<file path="src/rtl/dsptest_pkg.sv">
// rtl/dsptest_pkg.sv - shared states, LFSR taps and step/fold helpers for the DSP test sequencer
package dsptest_pkg;

    typedef enum logic [2:0] {
        IDLE,
        PRE,
        STROBE,
        POST,
        CAPTURE,
        DONE
    } state_e;

    localparam logic [31:0] LFSR_TAPS = 32'h80200003;

    // Widest response the fold helper accepts; narrower responses are zero-padded up to it.
    localparam int FOLD_MAX = 256;

    function automatic logic [31:0] lfsr_step(input logic [31:0] x);
        return {1'b0, x[31:1]} ^ (x[0] ? LFSR_TAPS : 32'h0);
    endfunction

    function automatic logic [31:0] fold32(input logic [FOLD_MAX-1:0] r);
        logic [31:0] acc;
        acc = '0;
        for (int i = 0; i < FOLD_MAX / 32; i++) begin
            acc = acc ^ r[i*32 +: 32];
        end
        return acc;
    endfunction

endpackage

</file>
<file path="src/rtl/dsptest_lfsr32.sv">
// rtl/dsptest_lfsr32.sv - 32-bit Galois LFSR with load and XOR inject, used as stimulus source and MISR
module dsptest_lfsr32
    import dsptest_pkg::*;
#(
    parameter logic [31:0] RESET_VAL = 32'h1
) (
    input  logic        clk,
    input  logic        resetn,
    input  logic        load,
    input  logic [31:0] seed,
    input  logic        en,
    input  logic [31:0] inject,
    output logic [31:0] lfsr_q
);

    logic [31:0] r_lfsr;
    logic [31:0] w_lfsr_d;

    always_comb begin
        w_lfsr_d = r_lfsr;
        if (load) begin
            w_lfsr_d = seed;
        end else if (en) begin
            w_lfsr_d = lfsr_step(r_lfsr) ^ inject;
        end
    end

    always_ff @(posedge clk) begin
        if (!resetn) begin
            r_lfsr <= RESET_VAL;
        end else begin
            r_lfsr <= w_lfsr_d;
        end
    end

    assign lfsr_q = r_lfsr;

endmodule

</file>
<file path="src/rtl/dsptest_vector_seq.sv">
// rtl/dsptest_vector_seq.sv - DSP test vector sequencer: stim/strobe/capture loop with MISR signature
// Optional response log outputs are enabled by `DSPTEST_RESP_LOG_EN.
module dsptest_vector_seq
    import dsptest_pkg::*;
#(
    parameter int          STIM_WIDTH  = 32,
    parameter int          RESP_WIDTH  = 32,
    parameter int          N_WARMUP    = 10,
    parameter int          N_VECTORS   = 1000,
    parameter int          PRE_CYCLES  = 5,
    parameter int          POST_CYCLES = 5,
    parameter logic [31:0] LFSR_SEED   = 32'h1
) (
    input  logic                  clk,
    input  logic                  resetn,
    input  logic                  start,
    output logic [STIM_WIDTH-1:0] stim,
    output logic                  strobe,
    input  logic [RESP_WIDTH-1:0] resp,
    output logic                  busy,
    output logic                  done,
    output logic [31:0]           vec_count,
    output logic [31:0]           signature
`ifdef DSPTEST_RESP_LOG_EN
    ,
    output logic                  resp_log_valid,
    output logic [RESP_WIDTH-1:0] resp_log_data
`endif
);

    localparam int              PH_MAX    = (PRE_CYCLES > POST_CYCLES) ? PRE_CYCLES : POST_CYCLES;
    localparam int              PH_W      = $clog2(PH_MAX + 1);
    localparam logic [PH_W-1:0] PRE_LAST  = PH_W'(PRE_CYCLES - 1);
    localparam logic [PH_W-1:0] POST_LAST = PH_W'(POST_CYCLES - 1);
    localparam logic [31:0]     WARM32    = 32'(N_WARMUP);
    localparam logic [31:0]     TOTAL32   = 32'(N_WARMUP + N_VECTORS);
    localparam logic [31:0]     SEED_EFF  = (LFSR_SEED == 32'h0) ? 32'h1 : LFSR_SEED;

    state_e                r_state;
    state_e                w_next_state;
    logic [PH_W-1:0]       r_phase;
    logic [31:0]           r_vec_count;
    logic [STIM_WIDTH-1:0] r_stim;
    logic [STIM_WIDTH-1:0] w_stim_rand;
    logic [31:0]           w_lfsr_q;
    logic [31:0]           w_lfsr_next;
    logic [31:0]           w_misr_q;
    logic [31:0]           w_next_idx;
    logic [FOLD_MAX-1:0]   w_resp_pad;
    logic                  w_start_run;
    logic                  w_capture;
    logic                  w_advance;
    logic                  w_last;
    logic                  w_next_warm;

    assign w_start_run = start && ((r_state == IDLE) || (r_state == DONE));
    assign w_capture   = (r_state == CAPTURE);
    assign w_advance   = w_capture && (r_vec_count >= WARM32);
    assign w_last      = (r_vec_count + 32'd1) == TOTAL32;
    assign w_resp_pad  = FOLD_MAX'(resp);

    always_comb begin
        w_next_state = r_state;
        case (r_state)
            IDLE, DONE: if (start) w_next_state = PRE;
            PRE:        if (r_phase == PRE_LAST) w_next_state = STROBE;
            STROBE:     w_next_state = POST;
            POST:       if (r_phase == POST_LAST) w_next_state = CAPTURE;
            CAPTURE:    w_next_state = w_last ? DONE : PRE;
            default:    w_next_state = IDLE;
        endcase
    end

    // Stim for the vector about to start is derived from the LFSR value it will hold after this edge.
    always_comb begin
        w_next_idx  = w_start_run ? 32'd0 : (r_vec_count + 32'd1);
        w_next_warm = w_next_idx < WARM32;
        if (w_start_run) begin
            w_lfsr_next = SEED_EFF;
        end else if (w_advance) begin
            w_lfsr_next = lfsr_step(w_lfsr_q);
        end else begin
            w_lfsr_next = w_lfsr_q;
        end
        w_stim_rand = '0;
        for (int i = 0; i < STIM_WIDTH; i++) begin
            w_stim_rand[i] = w_lfsr_next[i % 32];
        end
    end

    always_ff @(posedge clk) begin
        if (!resetn) begin
            r_state     <= IDLE;
            r_phase     <= '0;
            r_vec_count <= '0;
            r_stim      <= '1;
        end else begin
            r_state <= w_next_state;
            if (r_state != w_next_state) begin
                r_phase <= '0;
            end else if ((r_state == PRE) || (r_state == POST)) begin
                r_phase <= r_phase + PH_W'(1);
            end
            if (w_start_run) begin
                r_vec_count <= '0;
                r_stim      <= w_next_warm ? '1 : w_stim_rand;
            end else if (w_capture) begin
                r_vec_count <= r_vec_count + 32'd1;
                if (!w_last) begin
                    r_stim <= w_next_warm ? '1 : w_stim_rand;
                end
            end
        end
    end

    dsptest_lfsr32 #(.RESET_VAL(SEED_EFF)) u_stim_lfsr (
        .clk    (clk),
        .resetn (resetn),
        .load   (w_start_run),
        .seed   (SEED_EFF),
        .en     (w_advance),
        .inject (32'h0),
        .lfsr_q (w_lfsr_q)
    );

    dsptest_lfsr32 #(.RESET_VAL(32'h0)) u_misr (
        .clk    (clk),
        .resetn (resetn),
        .load   (w_start_run),
        .seed   (32'h0),
        .en     (w_advance),
        .inject (fold32(w_resp_pad)),
        .lfsr_q (w_misr_q)
    );

`ifdef DSPTEST_RESP_LOG_EN
    logic                  r_log_valid;
    logic [RESP_WIDTH-1:0] r_log_data;

    always_ff @(posedge clk) begin
        if (!resetn) begin
            r_log_valid <= 1'b0;
            r_log_data  <= '0;
        end else begin
            r_log_valid <= w_capture;
            if (w_capture) begin
                r_log_data <= resp;
            end
        end
    end

    assign resp_log_valid = r_log_valid;
    assign resp_log_data  = r_log_data;
`endif

    assign stim      = r_stim;
    assign strobe    = (r_state == STROBE);
    assign busy      = (r_state != IDLE) && (r_state != DONE);
    assign done      = (r_state == DONE);
    assign vec_count = r_vec_count;
    assign signature = w_misr_q;

endmodule

</file>
<file path="config.mk">
export PLATFORM = sky130hd
export DESIGN_NAME = dsptest_vector_seq
export DESIGN_NICKNAME = d
export VERILOG_FILES = /design/src/rtl/dsptest_pkg.sv /design/src/rtl/dsptest_lfsr32.sv /design/src/rtl/dsptest_vector_seq.sv
export SDC_FILE = /design/constraint.sdc
export NUM_CORES = 1
export LEC_CHECK = 0
export ABC_AREA = 0
export BUFFER_PORTS_ARGS = -buffer_cell sky130_fd_sc_hd__buf_2
export CORE_MARGIN = 1.5
export CORE_UTILIZATION = 50
export DETAILED_ROUTE_END_ITERATION = 6
export GPL_TIMING_DRIVEN = 0
export PLACE_DENSITY = 0.74
export SKIP_LAST_GASP = 1
export SLEW_MARGIN = 20
export SYNTH_ARGS = -nofsm -noshare
export SYNTH_HDL_FRONTEND = slang
export SYNTH_SLANG_ARGS = --single-unit
</file>
<file path="constraint.sdc">
create_clock -name clk -period 3.3 [get_ports clk]
set_input_delay 0.165 -clock clk [delete_from_list [all_inputs] [get_ports clk]]
set_output_delay 0.165 -clock clk [all_outputs]
set_load 0.03 [all_outputs]
</file>
Yosys cells after proc, flatten, opt, wreduce, memory -nomap -nowiden. Index checks and enable logic that the tools add are counted.

Equality and inequality tests: 10. Reductions and logical operators: 12. $lt $le $gt $ge: 2. Muxes and demuxes: 14. Add/subtract/negate cells: 2. Bitwise operators: 4.

Operators by type and width (count): $mux 32 (9); $xor 31x32->32 (2); $add 32x1->32 const B (1); $eq 32x10->1 const B (1); $ge 32x4->1 const B (1); $lt 32x4->1 const B (1); $xor 32x32->32 (1); $pmux 3 s5 (1); $mux 3 (4); $eq 3x3->1 const B (3); $eq 3x2->1 const B (2); $reduce_or 2->1 (3); $add 3x1->3 const B (1); $eq 3x1->1 const B (1); $logic_and 1x1->1 (3); $logic_not 3->1 (1); $ne 3x3->1 (1); $ne 3x3->1 const B (1); $reduce_bool 3->1 (1); $logic_or 1x1->1 (2); $ne 2x2->1 const B (1); $reduce_and 2->1 (1); $reduce_bool 2->1 (1); $not 1->1 (1).

Input port bits: 35. Logic and storage cells: 50. Bits in registers: 134. Output and inout port bits: 99.

Longest topological paths before layout.
Depth in word-level cells: 9. Mapped depth: 11. Mapped depth without buffers: 9.

Hierarchy. Synthesis repeated with hierarchy kept, for this count alone.

Cell total of the unflattened synthesis: 884. Area, all modules: 7763.7 µm².

Modules (own cells, without submodules): dsptest_vector_seq (times used 1, sequential area each 1401.3 µm², cells each 516, area each 4334.2 µm²); dsptest_lfsr32 at u_stim_lfsr (times used 1, sequential area each 640.6 µm², cells each 184, area each 1729.2 µm²); dsptest_lfsr32 at u_misr (times used 1, sequential area each 640.6 µm², cells each 184, area each 1700.4 µm²).

Least setup slack after synthesis. Ideal clock, no wire load.

Path kind: reg-to-reg. Start: register r_vec_count[1] (netlist: vec_count[1]). End: register r_vec_count[28] (netlist: vec_count[28]). Period minus slack after synthesis: 3.064 ns. Library setup time: 0.071 ns. Required time: 3.229 ns. Cell stages (with the launch flop): 11. Slack: 0.236 ns. Arrival: 2.994 ns. Path buffers: 2. Path through: dfxtp_1 > ha_1 > buf_2 > and3_1 > nand2_1 > or4_1 > or3_1 > or2_1 > clkbuf_1 > or3_1 > a21oi_1.

Word-level cells in the longest chain between the ends: 1.

RTL lines: from (decl) (line dsptest_vector_seq.sv:42) `logic [31:0] r_vec_count;`; from (signal assigned) (line dsptest_vector_seq.sv:108) `r_vec_count <= r_vec_count + 32'd1;`; $add 32x1->32 (line dsptest_vector_seq.sv:108).

Every way passes these cells. A chain may end at the register's enable or synchronous reset.

Worst setup path after layout.
Start: register r_vec_count[4] (netlist: vec_count[4]). End: register r_stim[22] (netlist: stim[22]).

Word-level cells in the longest chain between the ends: 8. Elaborated cells on any way between the ends: 14. Classes of those cells: add/sub: 1; order compare: 2; eq/ne: 2; mux: 7; reduce/logical: 2.

RTL lines: branches (longest 8 deep; another with $add 32x1->32); to (signal assigned) (line dsptest_vector_seq.sv:106) `r_stim <= w_next_warm ? '1 : w_stim_rand;`; to (signal assigned) (line dsptest_vector_seq.sv:110) `r_stim <= w_next_warm ? '1 : w_stim_rand;`; to (decl) (line dsptest_vector_seq.sv:43) `logic [STIM_WIDTH-1:0] r_stim;`.

Parallel ways; which one is timed is not known. The select of a mux whose other input is x is not followed.

==> flow_summary.ini <==
[outcome]
outcome = complete, no violations

[yosys]
syn_avg_cell_area_um2 = 8.77
synth_edf_count = 0
syn_area_mm2 = 0.00636
yosysTopAreaCell = dfxtp_1
syn-num-nets = 766
synthArstFlopShare_pct = 0
synth_seq_area_share_pct = 42.2
yosys-top-cells-area = dfxtp_1, xnor2_1, nor2_1, mux2i_1, o22a_1
ys.warnings.count = 0
netlist.area_leader.share_pct = 42.2
ys_types = 51
syn_inst = 726
ys.flop_type = dfxtp_1
ys_ff_latch = 134

[floorplan]
ios = 134
start_util_pct = 50.8
dieHeight_um = 116
die_w_um = 116
core_mm2 = 0.0125
dieArea_mm2 = 0.0134
rows = 41

[layout]
drive_above_1_share_pct = 23.3
layout.nets = 919
fin_area_mm2 = 0.00788
areaGrowthSynthToFinish_pct = 23.8
stdcell_count = 1063
n_antenna_cell = 0

[clock_network]
clock-sinks = 134
cts_htree_levels = 4
clock_path_buffers = 2
cts-root-buf = clkbuf_16
tritoncts = done
cts_made_buffers = 17
clk_pin_slew_ns = 0.06
clkLatencyLatePin_ns = 0.42
ctsHoldBuffers = 0

[global_route]
grt_max_degree = 17
grt_pass1_wl_mm = 24.8
gr-total-overflow = 0
antenna_found_initial = 0
grt_pass1_vias = 5270
grt_use_total_pct = 23.3

[drt]
initialDrtViolationCount = 335
wl_mm = 15.5
antenna_left = 0
drtPass1Iterations = 4
dr_total_vias = 5748
viasPerCell = 5.41
wl_per_cell_um = 14.6
drcViolationCount = 0

[setup_path]
crit_type = flop to flop
end_kind = flop
arrival_ns = 3.46
worstSetupStartpointType = flop
critical_path_required_ns = 3.61
path_max_fanout = 10

[timing]
period_needed_ns = 3.15
skew_ns = 0.0127
fin_crit_sh_pct = 95.5
max_slew.worst_pin.slew_ns = 0.689
tns_ns = 0
timing.fmax_mhz = 317
slew_headroom_pct = 54.1
setup_viol = 0
final_hold_viol_count = 0
slew_viol_final = 0
worst_slack_ns = 0.149

[place]
hpwlAfterDp_mm = 11.0
dp_cells = 1031
portBuffers = 133
place_area_mm2 = 0.00724
place_ws_ns = -0.0431
place_congestion = 0.889

[run]
cap_violations = 0

[pwr]
irDropWorstVdd_uv = 422
power_mw = 3.66
p_leak_nw = 2.92
power_density_mw_per_mm2 = 465

[min_path]
min_path_type = input port to flop
[path summary, 6_finish.rpt]
kind	from	endpoint	slack, ns	cells past startpoint
hold reg to reg	stim[30]$_SDFFE_PN1P_	stim[30]$_SDFFE_PN1P_	0.48	1
setup / recovery	vec_count[4]$_SDFFE_PP0N_	stim[22]$_SDFFE_PN1P_	0.15	10
hold / removal	resp[5]	u_misr.lfsr_q[5]$_SDFFE_PP0P_	0.04	3
setup reg to reg	vec_count[4]$_SDFFE_PP0N_	stim[22]$_SDFFE_PN1P_	0.15	10
[critical path, stage by stage (launching register included)]
cell	delay, ns
dfxtp_1	0.31
buf_2	0.20
nand3_2	0.19
or4_1	0.63
a311oi_1	0.35
a211oi_1	0.15
a2111o_1	0.36
nor3_4	0.29
a2bb2oi_2	0.19
buf_6	0.18
o22a_1	0.19
[registers in the layout, summed over array words and instances, names as in the netlist]
register,cells
r_phase,3
u_stim_lfsr.lfsr_q,32
u_misr.lfsr_q,32
r_state,3
stim,32
vec_count,32
[cell type report]
cell class,instances,area (um2)
sequential,134,2690
inverter,10,37.5
buffer,59,302
multi-input combinational,523,3360
fill,1152,4640
timing repair buffer,134,673
clock buffer,17,425
tap,172,215
clock inverter,14,175
[power breakdown]
part	leakage (nW)	internal [mW]	switching [mW]	total, mW
registers	1.08	1.62	0.00167	1.62
logic	1.55	0.0469	0.0804	0.127
clock network	0.287	1.19	0.727	1.92
[placed cells by master (no fill, tap or decap), drive strengths merged, types with 2 or more instances in the layout]
master / count
bufinv: 3
nor2b: 3
a211oi: 35
and3: 6
a311oi: 3
clkinv: 4
or3: 11
ha: 5
and2: 8
a21oi: 13
xnor2: 53
nand2b: 4
nand4: 20
o21ai: 14
or4: 8
inv: 14
nor3: 53
nand3: 18
a31o: 2
a31oi: 4
or2: 5
xor2: 23
mux2i: 32
nor2: 110
nand2: 35
o31ai: 3
clkinvlp: 3
nor4: 9
clkbuf: 44
o22a: 32
dfxtp: 134
and4: 2
buf: 166
[cell families (layout without fill, tap and decap cells)]
kind of cell	count (synthesis)	count (layout)	synth area share [%]
simple gates	294	294	22.5
flops	134	134	42.2
compound gates	116	116	13.6
xor+xnor	76	76	10.5
buf+inv	69	234	5.31
mux	32	32	5.03
fa+ha+maj	5	5	0.983
[through the flow]
stage,hold slack [ns],util [%]
after floorplan,0.287,-
after global placement,0.464,57.9
after detailed placement,0.467,57.9
after CTS,0.0222,62.7
after global routing,0.0429,62.9
final,0.0351,62.9
[per-layer routing]
metal | vias to the layer above | GRT usage (%) | wire length [um]
li1 | 2871 | - | -
met1 | 2654 | 30.0 | 7050
met2 | 189 | 36.6 | 7180
met3 | 34 | 6.01 | 833
met4 | 0 | 11.2 | 404
met5 | - | 0 | 0
[cells in the mapped netlist (13+ instances only)]
| cell type | number |
|---|---|
| a21oi_1 | 13 |
| nand2_1 | 35 |
| clkbuf_1 | 26 |
| dfxtp_1 | 134 |
| mux2i_1 | 32 |
| o22a_1 | 32 |
| nand3_1 | 17 |
| nor3_1 | 51 |
| a211oi_1 | 35 |
| nor2_1 | 110 |
| xnor2_1 | 53 |
| xor2_1 | 23 |
| nand4_1 | 19 |
| o21ai_0 | 14 |
[timing repair]
item / 4_1_cts / 5_1_grt
setup endpoints to repair: 32 / 36
buffers inserted: 0 / 1
pin swaps: 0 / 1
gates resized for setup: 2 / 6
(Power assumes the default switching activity.)
